[src/rtl/comm_slave_if.sv]
// comm_slave_if: bundles the serial lines and the command/response handshake
// of comm_slave.
//   RX          serial in to the slave, 8N1, idle high
//   TX          serial out from the slave, 8N1, idle high
//   cmd         last complete 16-bit command (high byte received first)
//   cmd_rdy     level, a new cmd is valid
//   clr_cmd_rdy request to clear cmd_rdy
//   overrun     one-cycle pulse, command completed while cmd_rdy was high
//   resp        response byte to transmit
//   send_resp   one-cycle request to transmit resp
//   tx_busy     transmitter active
//   resp_sent   one-cycle pulse at end of the response stop bit
interface comm_slave_if;
  logic        RX;
  logic        TX;
  logic [15:0] cmd;
  logic        cmd_rdy;
  logic        clr_cmd_rdy;
  logic        overrun;
  logic [7:0]  resp;
  logic        send_resp;
  logic        tx_busy;
  logic        resp_sent;

  modport slave (
    input  RX, clr_cmd_rdy, resp, send_resp,
    output TX, cmd, cmd_rdy, overrun, tx_busy, resp_sent
  );

  modport master (
    output RX, clr_cmd_rdy, resp, send_resp,
    input  TX, cmd, cmd_rdy, overrun, tx_busy, resp_sent
  );
endinterface

[src/rtl/comm_slave.sv]
// comm_slave: full-duplex UART command slave.
// Receives two-byte commands (high byte first) on bus.RX and presents them on
// bus.cmd with a cmd_rdy level flag; transmits single response bytes on
// bus.TX on request.
// Ports:
//   clk  sole clock, rising edge
//   rst  synchronous active-high reset
//   bus  comm_slave_if.slave (serial lines, command and response handshake)
// Parameters:
//   BAUD_DIV      clocks per UART bit (minimum 8)
//   TIMEOUT_CLKS  max clocks the assembler waits for the low byte
module comm_slave #(
  parameter int BAUD_DIV     = 2604,
  parameter int TIMEOUT_CLKS = 65536
) (
  input  logic         clk,
  input  logic         rst,
  comm_slave_if.slave  bus
);

  localparam int CW = $clog2(BAUD_DIV);
  localparam int TW = $clog2(TIMEOUT_CLKS + 1);
  localparam logic [CW-1:0] BIT_LAST  = CW'(BAUD_DIV - 1);
  localparam logic [CW-1:0] HALF_LAST = CW'(BAUD_DIV / 2 - 1);
  localparam logic [TW-1:0] TO_LAST   = TW'(TIMEOUT_CLKS - 1);

  typedef enum logic [1:0] {R_IDLE, R_START, R_DATA, R_STOP} rx_state_t;
  typedef enum logic       {WAIT_HIGH, WAIT_LOW}             asm_state_t;
  typedef enum logic [1:0] {T_IDLE, T_START, T_DATA, T_STOP} tx_state_t;

  // ---------------- RX synchronizer and edge history ----------------
  logic rx_meta_reg, rx_sync_reg, rx_prev_reg;

  always_ff @(posedge clk) begin
    if (rst) begin
      rx_meta_reg <= 1'b1;
      rx_sync_reg <= 1'b1;
      rx_prev_reg <= 1'b1;
    end else begin
      rx_meta_reg <= bus.RX;
      rx_sync_reg <= rx_meta_reg;
      rx_prev_reg <= rx_sync_reg;
    end
  end

  // ---------------- Receiver ----------------
  rx_state_t       rx_state_reg, rx_state_next;
  logic [CW-1:0]   rx_cnt_reg, rx_cnt_next;
  logic [2:0]      rx_bit_reg, rx_bit_next;
  logic [7:0]      rx_shift_reg, rx_shift_next;
  logic            rx_good_reg, rx_good_next;
  logic            rx_ferr_reg, rx_ferr_next;
  // After reset the synchronizer's forced 1 is not a real idle line. Start
  // edges are only honoured once RX has actually been seen high for a full
  // bit time, so a frame already in flight at reset release is ignored.
  logic            armed_reg, armed_next;
  logic [CW-1:0]   arm_cnt_reg, arm_cnt_next;

  always_comb begin
    rx_state_next = rx_state_reg;
    rx_cnt_next   = rx_cnt_reg;
    rx_bit_next   = rx_bit_reg;
    rx_shift_next = rx_shift_reg;
    rx_good_next  = 1'b0;
    rx_ferr_next  = 1'b0;
    armed_next    = armed_reg;
    arm_cnt_next  = arm_cnt_reg;

    if (!armed_reg) begin
      if (rx_sync_reg) begin
        if (arm_cnt_reg == BIT_LAST) armed_next = 1'b1;
        else                         arm_cnt_next = arm_cnt_reg + 1'b1;
      end else begin
        arm_cnt_next = '0;
      end
    end

    case (rx_state_reg)
      R_IDLE: begin
        if (armed_reg && rx_prev_reg && !rx_sync_reg) begin
          rx_state_next = R_START;
          rx_cnt_next   = '0;
        end
      end
      R_START: begin
        if (rx_cnt_reg == HALF_LAST) begin
          rx_cnt_next   = '0;
          rx_bit_next   = '0;
          // High at mid-start is a glitch, not a frame.
          rx_state_next = rx_sync_reg ? R_IDLE : R_DATA;
        end else begin
          rx_cnt_next = rx_cnt_reg + 1'b1;
        end
      end
      R_DATA: begin
        if (rx_cnt_reg == BIT_LAST) begin
          rx_cnt_next   = '0;
          rx_shift_next = {rx_sync_reg, rx_shift_reg[7:1]};
          if (rx_bit_reg == 3'd7) rx_state_next = R_STOP;
          else                    rx_bit_next   = rx_bit_reg + 1'b1;
        end else begin
          rx_cnt_next = rx_cnt_reg + 1'b1;
        end
      end
      R_STOP: begin
        if (rx_cnt_reg == BIT_LAST) begin
          rx_cnt_next   = '0;
          rx_state_next = R_IDLE;
          rx_good_next  = rx_sync_reg;
          rx_ferr_next  = !rx_sync_reg;
        end else begin
          rx_cnt_next = rx_cnt_reg + 1'b1;
        end
      end
      default: rx_state_next = R_IDLE;
    endcase
  end

  always_ff @(posedge clk) begin
    if (rst) begin
      rx_state_reg <= R_IDLE;
      rx_cnt_reg   <= '0;
      rx_bit_reg   <= '0;
      rx_shift_reg <= '0;
      rx_good_reg  <= 1'b0;
      rx_ferr_reg  <= 1'b0;
      armed_reg    <= 1'b0;
      arm_cnt_reg  <= '0;
    end else begin
      rx_state_reg <= rx_state_next;
      rx_cnt_reg   <= rx_cnt_next;
      rx_bit_reg   <= rx_bit_next;
      rx_shift_reg <= rx_shift_next;
      rx_good_reg  <= rx_good_next;
      rx_ferr_reg  <= rx_ferr_next;
      armed_reg    <= armed_next;
      arm_cnt_reg  <= arm_cnt_next;
    end
  end

  // ---------------- Command assembler ----------------
  asm_state_t    asm_state_reg, asm_state_next;
  logic [7:0]    high_reg, high_next;
  logic [TW-1:0] to_cnt_reg, to_cnt_next;
  logic [15:0]   cmd_reg, cmd_next;
  logic          cmd_rdy_reg, cmd_rdy_next;
  logic          overrun_reg, overrun_next;

  // rx_shift_reg is stable while rx_good_reg pulses: it only shifts during
  // the data bits of the following frame.
  always_comb begin
    asm_state_next = asm_state_reg;
    high_next      = high_reg;
    to_cnt_next    = to_cnt_reg;
    cmd_next       = cmd_reg;
    cmd_rdy_next   = cmd_rdy_reg;
    overrun_next   = 1'b0;

    if (bus.clr_cmd_rdy) cmd_rdy_next = 1'b0;

    case (asm_state_reg)
      WAIT_HIGH: begin
        if (rx_good_reg) begin
          high_next      = rx_shift_reg;
          to_cnt_next    = '0;
          asm_state_next = WAIT_LOW;
        end
      end
      WAIT_LOW: begin
        // Completion is checked before timeout so it wins a tie; a set
        // from completion likewise overrides a simultaneous clear.
        if (rx_good_reg) begin
          cmd_next       = {high_reg, rx_shift_reg};
          cmd_rdy_next   = 1'b1;
          overrun_next   = cmd_rdy_reg;
          asm_state_next = WAIT_HIGH;
        end else if (rx_ferr_reg || to_cnt_reg == TO_LAST) begin
          high_next      = '0;
          asm_state_next = WAIT_HIGH;
        end else begin
          to_cnt_next = to_cnt_reg + 1'b1;
        end
      end
      default: asm_state_next = WAIT_HIGH;
    endcase
  end

  always_ff @(posedge clk) begin
    if (rst) begin
      asm_state_reg <= WAIT_HIGH;
      high_reg      <= '0;
      to_cnt_reg    <= '0;
      cmd_reg       <= '0;
      cmd_rdy_reg   <= 1'b0;
      overrun_reg   <= 1'b0;
    end else begin
      asm_state_reg <= asm_state_next;
      high_reg      <= high_next;
      to_cnt_reg    <= to_cnt_next;
      cmd_reg       <= cmd_next;
      cmd_rdy_reg   <= cmd_rdy_next;
      overrun_reg   <= overrun_next;
    end
  end

  // ---------------- Transmitter ----------------
  tx_state_t     tx_state_reg, tx_state_next;
  logic [CW-1:0] tx_cnt_reg, tx_cnt_next;
  logic [2:0]    tx_bit_reg, tx_bit_next;
  logic [7:0]    tx_shift_reg, tx_shift_next;
  logic          tx_reg, tx_next;
  logic          tx_busy_reg, tx_busy_next;
  logic          resp_sent_reg, resp_sent_next;

  always_comb begin
    tx_state_next  = tx_state_reg;
    tx_cnt_next    = tx_cnt_reg;
    tx_bit_next    = tx_bit_reg;
    tx_shift_next  = tx_shift_reg;
    tx_next        = tx_reg;
    tx_busy_next   = tx_busy_reg;
    resp_sent_next = 1'b0;

    case (tx_state_reg)
      T_IDLE: begin
        // A request coinciding with resp_sent is dropped, not queued.
        if (bus.send_resp && !resp_sent_reg) begin
          tx_shift_next = bus.resp;
          tx_next       = 1'b0;
          tx_busy_next  = 1'b1;
          tx_cnt_next   = '0;
          tx_state_next = T_START;
        end
      end
      T_START: begin
        if (tx_cnt_reg == BIT_LAST) begin
          tx_cnt_next   = '0;
          tx_bit_next   = '0;
          tx_next       = tx_shift_reg[0];
          tx_state_next = T_DATA;
        end else begin
          tx_cnt_next = tx_cnt_reg + 1'b1;
        end
      end
      T_DATA: begin
        if (tx_cnt_reg == BIT_LAST) begin
          tx_cnt_next = '0;
          if (tx_bit_reg == 3'd7) begin
            tx_next       = 1'b1;
            tx_state_next = T_STOP;
          end else begin
            tx_bit_next   = tx_bit_reg + 1'b1;
            tx_shift_next = {1'b0, tx_shift_reg[7:1]};
            tx_next       = tx_shift_reg[1];
          end
        end else begin
          tx_cnt_next = tx_cnt_reg + 1'b1;
        end
      end
      T_STOP: begin
        if (tx_cnt_reg == BIT_LAST) begin
          tx_cnt_next    = '0;
          tx_busy_next   = 1'b0;
          resp_sent_next = 1'b1;
          tx_state_next  = T_IDLE;
        end else begin
          tx_cnt_next = tx_cnt_reg + 1'b1;
        end
      end
      default: tx_state_next = T_IDLE;
    endcase
  end

  always_ff @(posedge clk) begin
    if (rst) begin
      tx_state_reg  <= T_IDLE;
      tx_cnt_reg    <= '0;
      tx_bit_reg    <= '0;
      tx_shift_reg  <= '0;
      tx_reg        <= 1'b1;
      tx_busy_reg   <= 1'b0;
      resp_sent_reg <= 1'b0;
    end else begin
      tx_state_reg  <= tx_state_next;
      tx_cnt_reg    <= tx_cnt_next;
      tx_bit_reg    <= tx_bit_next;
      tx_shift_reg  <= tx_shift_next;
      tx_reg        <= tx_next;
      tx_busy_reg   <= tx_busy_next;
      resp_sent_reg <= resp_sent_next;
    end
  end

  assign bus.TX        = tx_reg;
  assign bus.tx_busy   = tx_busy_reg;
  assign bus.resp_sent = resp_sent_reg;
  assign bus.cmd       = cmd_reg;
  assign bus.cmd_rdy   = cmd_rdy_reg;
  assign bus.overrun   = overrun_reg;

endmodule

[src/flat_wrapper.sv]
// flat-port wrapper written by rule: the top's interface ports become plain ports
module comm_slave_flat 
#(
  parameter int BAUD_DIV     = 2604,
  parameter int TIMEOUT_CLKS = 65536
)
  (clk, rst, bus_RX, bus_clr_cmd_rdy, bus_resp, bus_send_resp, bus_TX, bus_cmd, bus_cmd_rdy, bus_overrun, bus_tx_busy, bus_resp_sent);
  comm_slave_if bus_i ();
  input  logic clk;
  input  logic rst;
  input wire logic [$bits(bus_i.RX)-1:0] bus_RX;
  input wire logic [$bits(bus_i.clr_cmd_rdy)-1:0] bus_clr_cmd_rdy;
  input wire logic [$bits(bus_i.resp)-1:0] bus_resp;
  input wire logic [$bits(bus_i.send_resp)-1:0] bus_send_resp;
  output wire logic [$bits(bus_i.TX)-1:0] bus_TX;
  output wire logic [$bits(bus_i.cmd)-1:0] bus_cmd;
  output wire logic [$bits(bus_i.cmd_rdy)-1:0] bus_cmd_rdy;
  output wire logic [$bits(bus_i.overrun)-1:0] bus_overrun;
  output wire logic [$bits(bus_i.tx_busy)-1:0] bus_tx_busy;
  output wire logic [$bits(bus_i.resp_sent)-1:0] bus_resp_sent;
  assign bus_i.RX = bus_RX;
  assign bus_i.clr_cmd_rdy = bus_clr_cmd_rdy;
  assign bus_i.resp = bus_resp;
  assign bus_i.send_resp = bus_send_resp;
  assign bus_TX = bus_i.TX;
  assign bus_cmd = bus_i.cmd;
  assign bus_cmd_rdy = bus_i.cmd_rdy;
  assign bus_overrun = bus_i.overrun;
  assign bus_tx_busy = bus_i.tx_busy;
  assign bus_resp_sent = bus_i.resp_sent;
  comm_slave #(.BAUD_DIV(BAUD_DIV), .TIMEOUT_CLKS(TIMEOUT_CLKS)) u_core (.clk(clk), .rst(rst), .bus(bus_i));
endmodule
[config.mk]
export PLATFORM = sky130hd
export DESIGN_NAME = comm_slave_flat
export DESIGN_NICKNAME = d
export VERILOG_FILES = /design/src/rtl/comm_slave_if.sv /design/src/rtl/comm_slave.sv /design/src/flat_wrapper.sv
export SDC_FILE = /design/constraint.sdc
export NUM_CORES = 1
export LEC_CHECK = 0
export CORE_AREA = 2 2 84 166
export CTS_CLUSTER_DIAMETER = 50
export CTS_CLUSTER_SIZE = 40
export DETAILED_ROUTE_END_ITERATION = 7
export DIE_AREA = 0 0 86 168
export GPL_ROUTABILITY_DRIVEN = 0
export RECOVER_POWER = 100
export SLEW_MARGIN = 5
export SYNTH_ARGS = -nofsm -noshare
export SYNTH_HDL_FRONTEND = slang
export SYNTH_SLANG_ARGS = --single-unit
[constraint.sdc]
create_clock -name clk -period 4.85 [get_ports clk]
set_input_delay 0.7275 -clock clk [delete_from_list [all_inputs] [get_ports clk]]
set_output_delay 0.7275 -clock clk [all_outputs]
set_load 0.02 [all_outputs]
# ---- Word-level counts from Yosys, hierarchy flattened
# Cells that the tools add are included.
dict set report totals {
  n_memories 0
  latch_bits 0
  regBits 115
  mem_bits_rw 0
  inputBits 13
  output_inout_bits 21
  romBits 0
}
dict set report op_classes {
  shifts 0
  eq_ne 30
  n_addsub 6
  bitwise 6
  n_mux 61
  magnitude_cmp 0
  div_mod_pow 0
  n_mul 0
  n_reduce_logical 30
}
# operator count
set op_table {}
lappend op_table {{$mux 12} 7}
lappend op_table {{$mux 17} 3}
lappend op_table {{$mux 8} 6}
lappend op_table {{$add 12x1->12 const B} 3}
lappend op_table {{$eq 12x12->1 const B} 3}
lappend op_table {{$pmux 12 s3} 1}
lappend op_table {{$pmux 17 s2} 1}
lappend op_table {{$pmux 8 s2} 2}
lappend op_table {{$pmux 12 s2} 1}
lappend op_table {{$mux 2} 11}
lappend op_table {{$ne 2x1->1 const B} 11}
lappend op_table {{$mux 3} 6}
lappend op_table {{$add 17x1->17 const B} 1}
lappend op_table {{$eq 17x16->1 const B} 1}
lappend op_table {{$mux 1} 16}
lappend op_table {{$pmux 2 s4} 2}
lappend op_table {{$reduce_and 4->1} 4}
lappend op_table {{$eq 12x11->1 const B} 1}
lappend op_table {{$ne 2x2->1 const B} 6}
lappend op_table {{$pmux 3 s2} 2}
lappend op_table {{$reduce_and 5->1} 2}
lappend op_table {{$reduce_and 3->1} 3}
lappend op_table {{$reduce_or 3->1} 3}
lappend op_table {{$eq 2x2->1 const B} 4}
lappend op_table {{14 further kinds} 33}

# ---- Longest topological paths before layout
dict set report depth {
  word_depth 5
  depth_mapped 10
  ltp_nobuf 9
}

# ---- Worst setup path before layout
# OpenSTA, ideal clock, no wires.
dict set report synth_path {
  path_type {register -> register}
  from {register u_core.to_cnt_reg[12]}
  to {register u_core.to_cnt_reg[11]}
  path_stages_with_launch 11
  required_ns 4.735
  setup_ns 0.115
  arrival_ns 2.272
  path_buffers 1
  setup_slack_ns 2.463
  period_less_slack_ns 2.387
  path_cell_list {dfxtp_1 -> and3_1 -> and3_1 -> and4_1 -> ha_1 -> or4b_1 -> buf_2 -> nor4_4 -> nand3_1 -> and3_1 -> o21a_1}
}
dict set report synth_via {
  elab_chain_cells 4
}
# item line
set synth_rtl {}
lappend synth_rtl {{start, declared} comm_slave.sv:144} ;# logic [TW-1:0] to_cnt_reg, to_cnt_next;
lappend synth_rtl {{start signal, assigned} comm_slave.sv:199} ;# to_cnt_reg <= to_cnt_next;
lappend synth_rtl {{$eq 17x16->1} comm_slave.sv:177} ;# end else if (rx_ferr_reg || to_cnt_reg == TO_LAST) begin
lappend synth_rtl {{$logic_or 1x1->1} comm_slave.sv:177}
lappend synth_rtl {{$ne 2x2->1 (no line)} n/a}
lappend synth_rtl {{$reduce_and 3->1 (no line)} n/a}
# No other way between the ends.
# A chain may end at the register's enable or synchronous reset.

==> reports/qor.txt <==
Outcome - finished with violations
Failing checks - capacitance limit, slew limit
Setup violations, final - 0
Setup bufs post-CTS - 0
WL/cell - 12.5 um
Fin crit period - 3.40 ns
Residual DRC - 0
CTS tree - built
Max Slew Vio Count - 58
Hold_buf cts - 0
Clk_lat worst skew - 0.40 ns
Vias after detailed routing - 4095
Clock power share - 0.499
RSZ-0062 raised after global routing - no
Worst hold margin - 0.407 ns
DRT iter0 DRCs - 179
Crit. End Element - register
Sequential area share after synthesis - 0.449
Clk buf depth - 2
Hold Vio Cnt, Final - 0
Core area - 13300 um2
Power density over the cells - 422 nW/um2
Die height - 168 um
GRT Util Overall - 0.146
Switch Pwr - 0.657 mW
Seq cells post-synth - 115
Setup TNS - 0 ns
Slew of the pin with the lowest slew margin - 2.48 ns
Vias in the first global route - 3916
Share of cells above drive strength 1 - 0.0862
Max-slew headroom - -0.652
Clk root buf - clkbuf_16
DP Wirelength - 6680 um
Leading cell type in the layout, fill and taps excluded - dfxtp_1
First-pass iteration count of the detailed router - 5
Crit share post-route - 0.701
Number of nets in the layout - 654
Post-CTS Resized - 0
Max reg flops - 17
Ys flop type - dfxtp_1
Post-synth ARST share - 0
Worst Skew - 0.00766 ns
Clock Pin Slew Worst Setup and Hold Paths - 0.06 ns
Critical Path Start Type - input port
Critical path data arrival time - 3.64 ns
Origin of the worst min-delay path - u_core.rx_meta_reg$_SDFF_PP1_
DIE AREA - 14400 um2
Total grt overflow - 0
Synthesis warning total - 0
Pleak - 2.27 nW
Syn avg cell area - 8.58 um2
Worst vdd ir - 0.229 mV
CTS Buf Count - 17
PortBufs - 33
# Max-Cap Violations - 1
Min-delay worst type - reg -> reg
Fmax - 294 MHz
Die Wd - 86 um
Logic pwr share - 0.103
Final wirelength - 9900 um
Max H-tree Level - 4
Critical Path Fanout Max - 57
Synth Cell Area - 5120 um2
Num rows - 60
P&R area growth vs syn - 19.5%
Internal power - 1.93 mW
Antenna Cells - 0
Global-route wire length before repair - 17600 um
Mapped Cells - 597
Initial cell density of the core - 0.386
Largest net degree at the start of global routing - 58
Most frequent cells in the layout - dfxtp_1 (115), nand2_1 (94), nor2_1 (85), a21oi_1 (40), dlygate4sd3_1 (22)
Sw frac - 0.254
Clock sinks - 115
Post-synth EDFFs - 0
Critical Path Source - rst
DRT antenna net count - 0
Unique cell type count in the Yosys netlist - 61
WP data required - 5.09 ns
Share of power burned in registers - 0.397
R2r startpoint - u_core.rx_cnt_reg[0]$_SDFFE_PP0N_
Initial antenna violation count - 0
CP Class - in -> reg
DR vias/cell - 5.16
IO Pins - 34
Syn nets - 626
per-layer routing:
metal | vias up | wire, um | track usage | part of all wire
li1 | 2150 | - | - | -
met1 | 1887 | 4770 | 0.187 | 0.48
met2 | 47 | 4710 | 0.236 | 0.48
met3 | 11 | 280 | 0.0382 | 0.028
met4 | 0 | 139 | 0.0524 | 0.014
met5 | - | 0 | 0 | 0
layout make-up:
type / count / area (um2)
well taps: 155 / 194
flip-flops and latches: 115 / 2300
multi-input cells: 446 / 2640
fillers: 1281 / 7160
clock inverters: 15 / 193
clock buffers: 17 / 425
inverters: 11 / 41.3
repair buffers: 34 / 328
path summary, 6_finish.rpt:
path / endpoint / slack (ns) / cells after the start
worst max-delay path: u_core.arm_cnt_reg[4]$_SDFFE_PP0P_ / 1.45 / 5
worst min-delay path: u_core.rx_sync_reg$_SDFF_PP1_ / 0.41 / 1
worst max register to register: u_core.rx_bit_reg[0]$_SDFFE_PP0P_ / 2.08 / 6
worst min register to register: u_core.rx_sync_reg$_SDFF_PP1_ / 0.41 / 1
synth_stat cells (all sizes together) (2+ instances only):
master,count,area share
dfxtp,115,0.45
nand2,94,0.069
nor2,85,0.062
a21oi,40,0.039
clkbuf,19,0.014
xnor2,19,0.032
nand4,18,0.022
ha,16,0.039
nand3,15,0.015
xor2,14,0.024
and3,12,0.015
a22oi,11,0.016
inv,11,0.0081
o21ai,10,0.0098
nor3,9,0.0088
nor2b,7,0.0085
nor4b,7,0.016
o221a,7,0.015
a31oi,6,0.0073
buf,6,0.0059
nand2b,6,0.0073
nand3b,6,0.0088
or2,6,0.0073
and2,5,0.0061
mux2,4,0.0088
nor3b,4,0.0059
a22o,3,0.0051
nand4b,3,0.0063
nor4,3,0.0066
or3,3,0.0037
a211oi,2,0.0029
a21o,2,0.0029
a2bb2oi,2,0.0034
a31o,2,0.0034
and3b,2,0.0034
and4,2,0.0034
and4bb,2,0.0049
mux2i,2,0.0039
nor4bb,2,0.0039
o21a,2,0.0029
or3b,2,0.0034
worst max-delay path, stage by stage:
cell      delay, ns
clkbuf_1       0.68
clkbuf_1       1.83
nor2_1         0.17
nor2_1         0.17
nor3_1         0.06
kinds of logic after synthesis:
kind of cell	share of synthesized area
XOR/XNOR	0.0564
adder cells (fa/ha/maj)	0.0391
AND/OR/NAND/NOR	0.292
flip-flops	0.449
multiplexers	0.0127
buffers and inverters	0.0278
AO/OA/AOI/OAI	0.123
through the flow:
stage	instances	area [um2]	total power [mW]	setup slack [ns]	util
CTS	793	6170	2.63	2.16	0.464
global placement	761	5550	1.32	2.22	0.418
floorplan	597	5120	1.24	2.46	-
finish	793	6130	2.58	1.45	0.461
global route	793	6130	2.70	1.07	0.461
detailed placement	761	5550	1.32	2.16	0.418
power groups by stage:
stage	registers, mW	logic (mW)	clock network, mW
4_1_cts	1.03	0.276	1.32
2_1_floorplan	1.05	0.196	0
3_5_place_dp	1.05	0.273	0
3_3_place_gp	1.04	0.270	0
6_report	1.03	0.267	1.29
5_1_grt	1.03	0.305	1.37
Note: power is estimated with default switching activity, not from simulation.
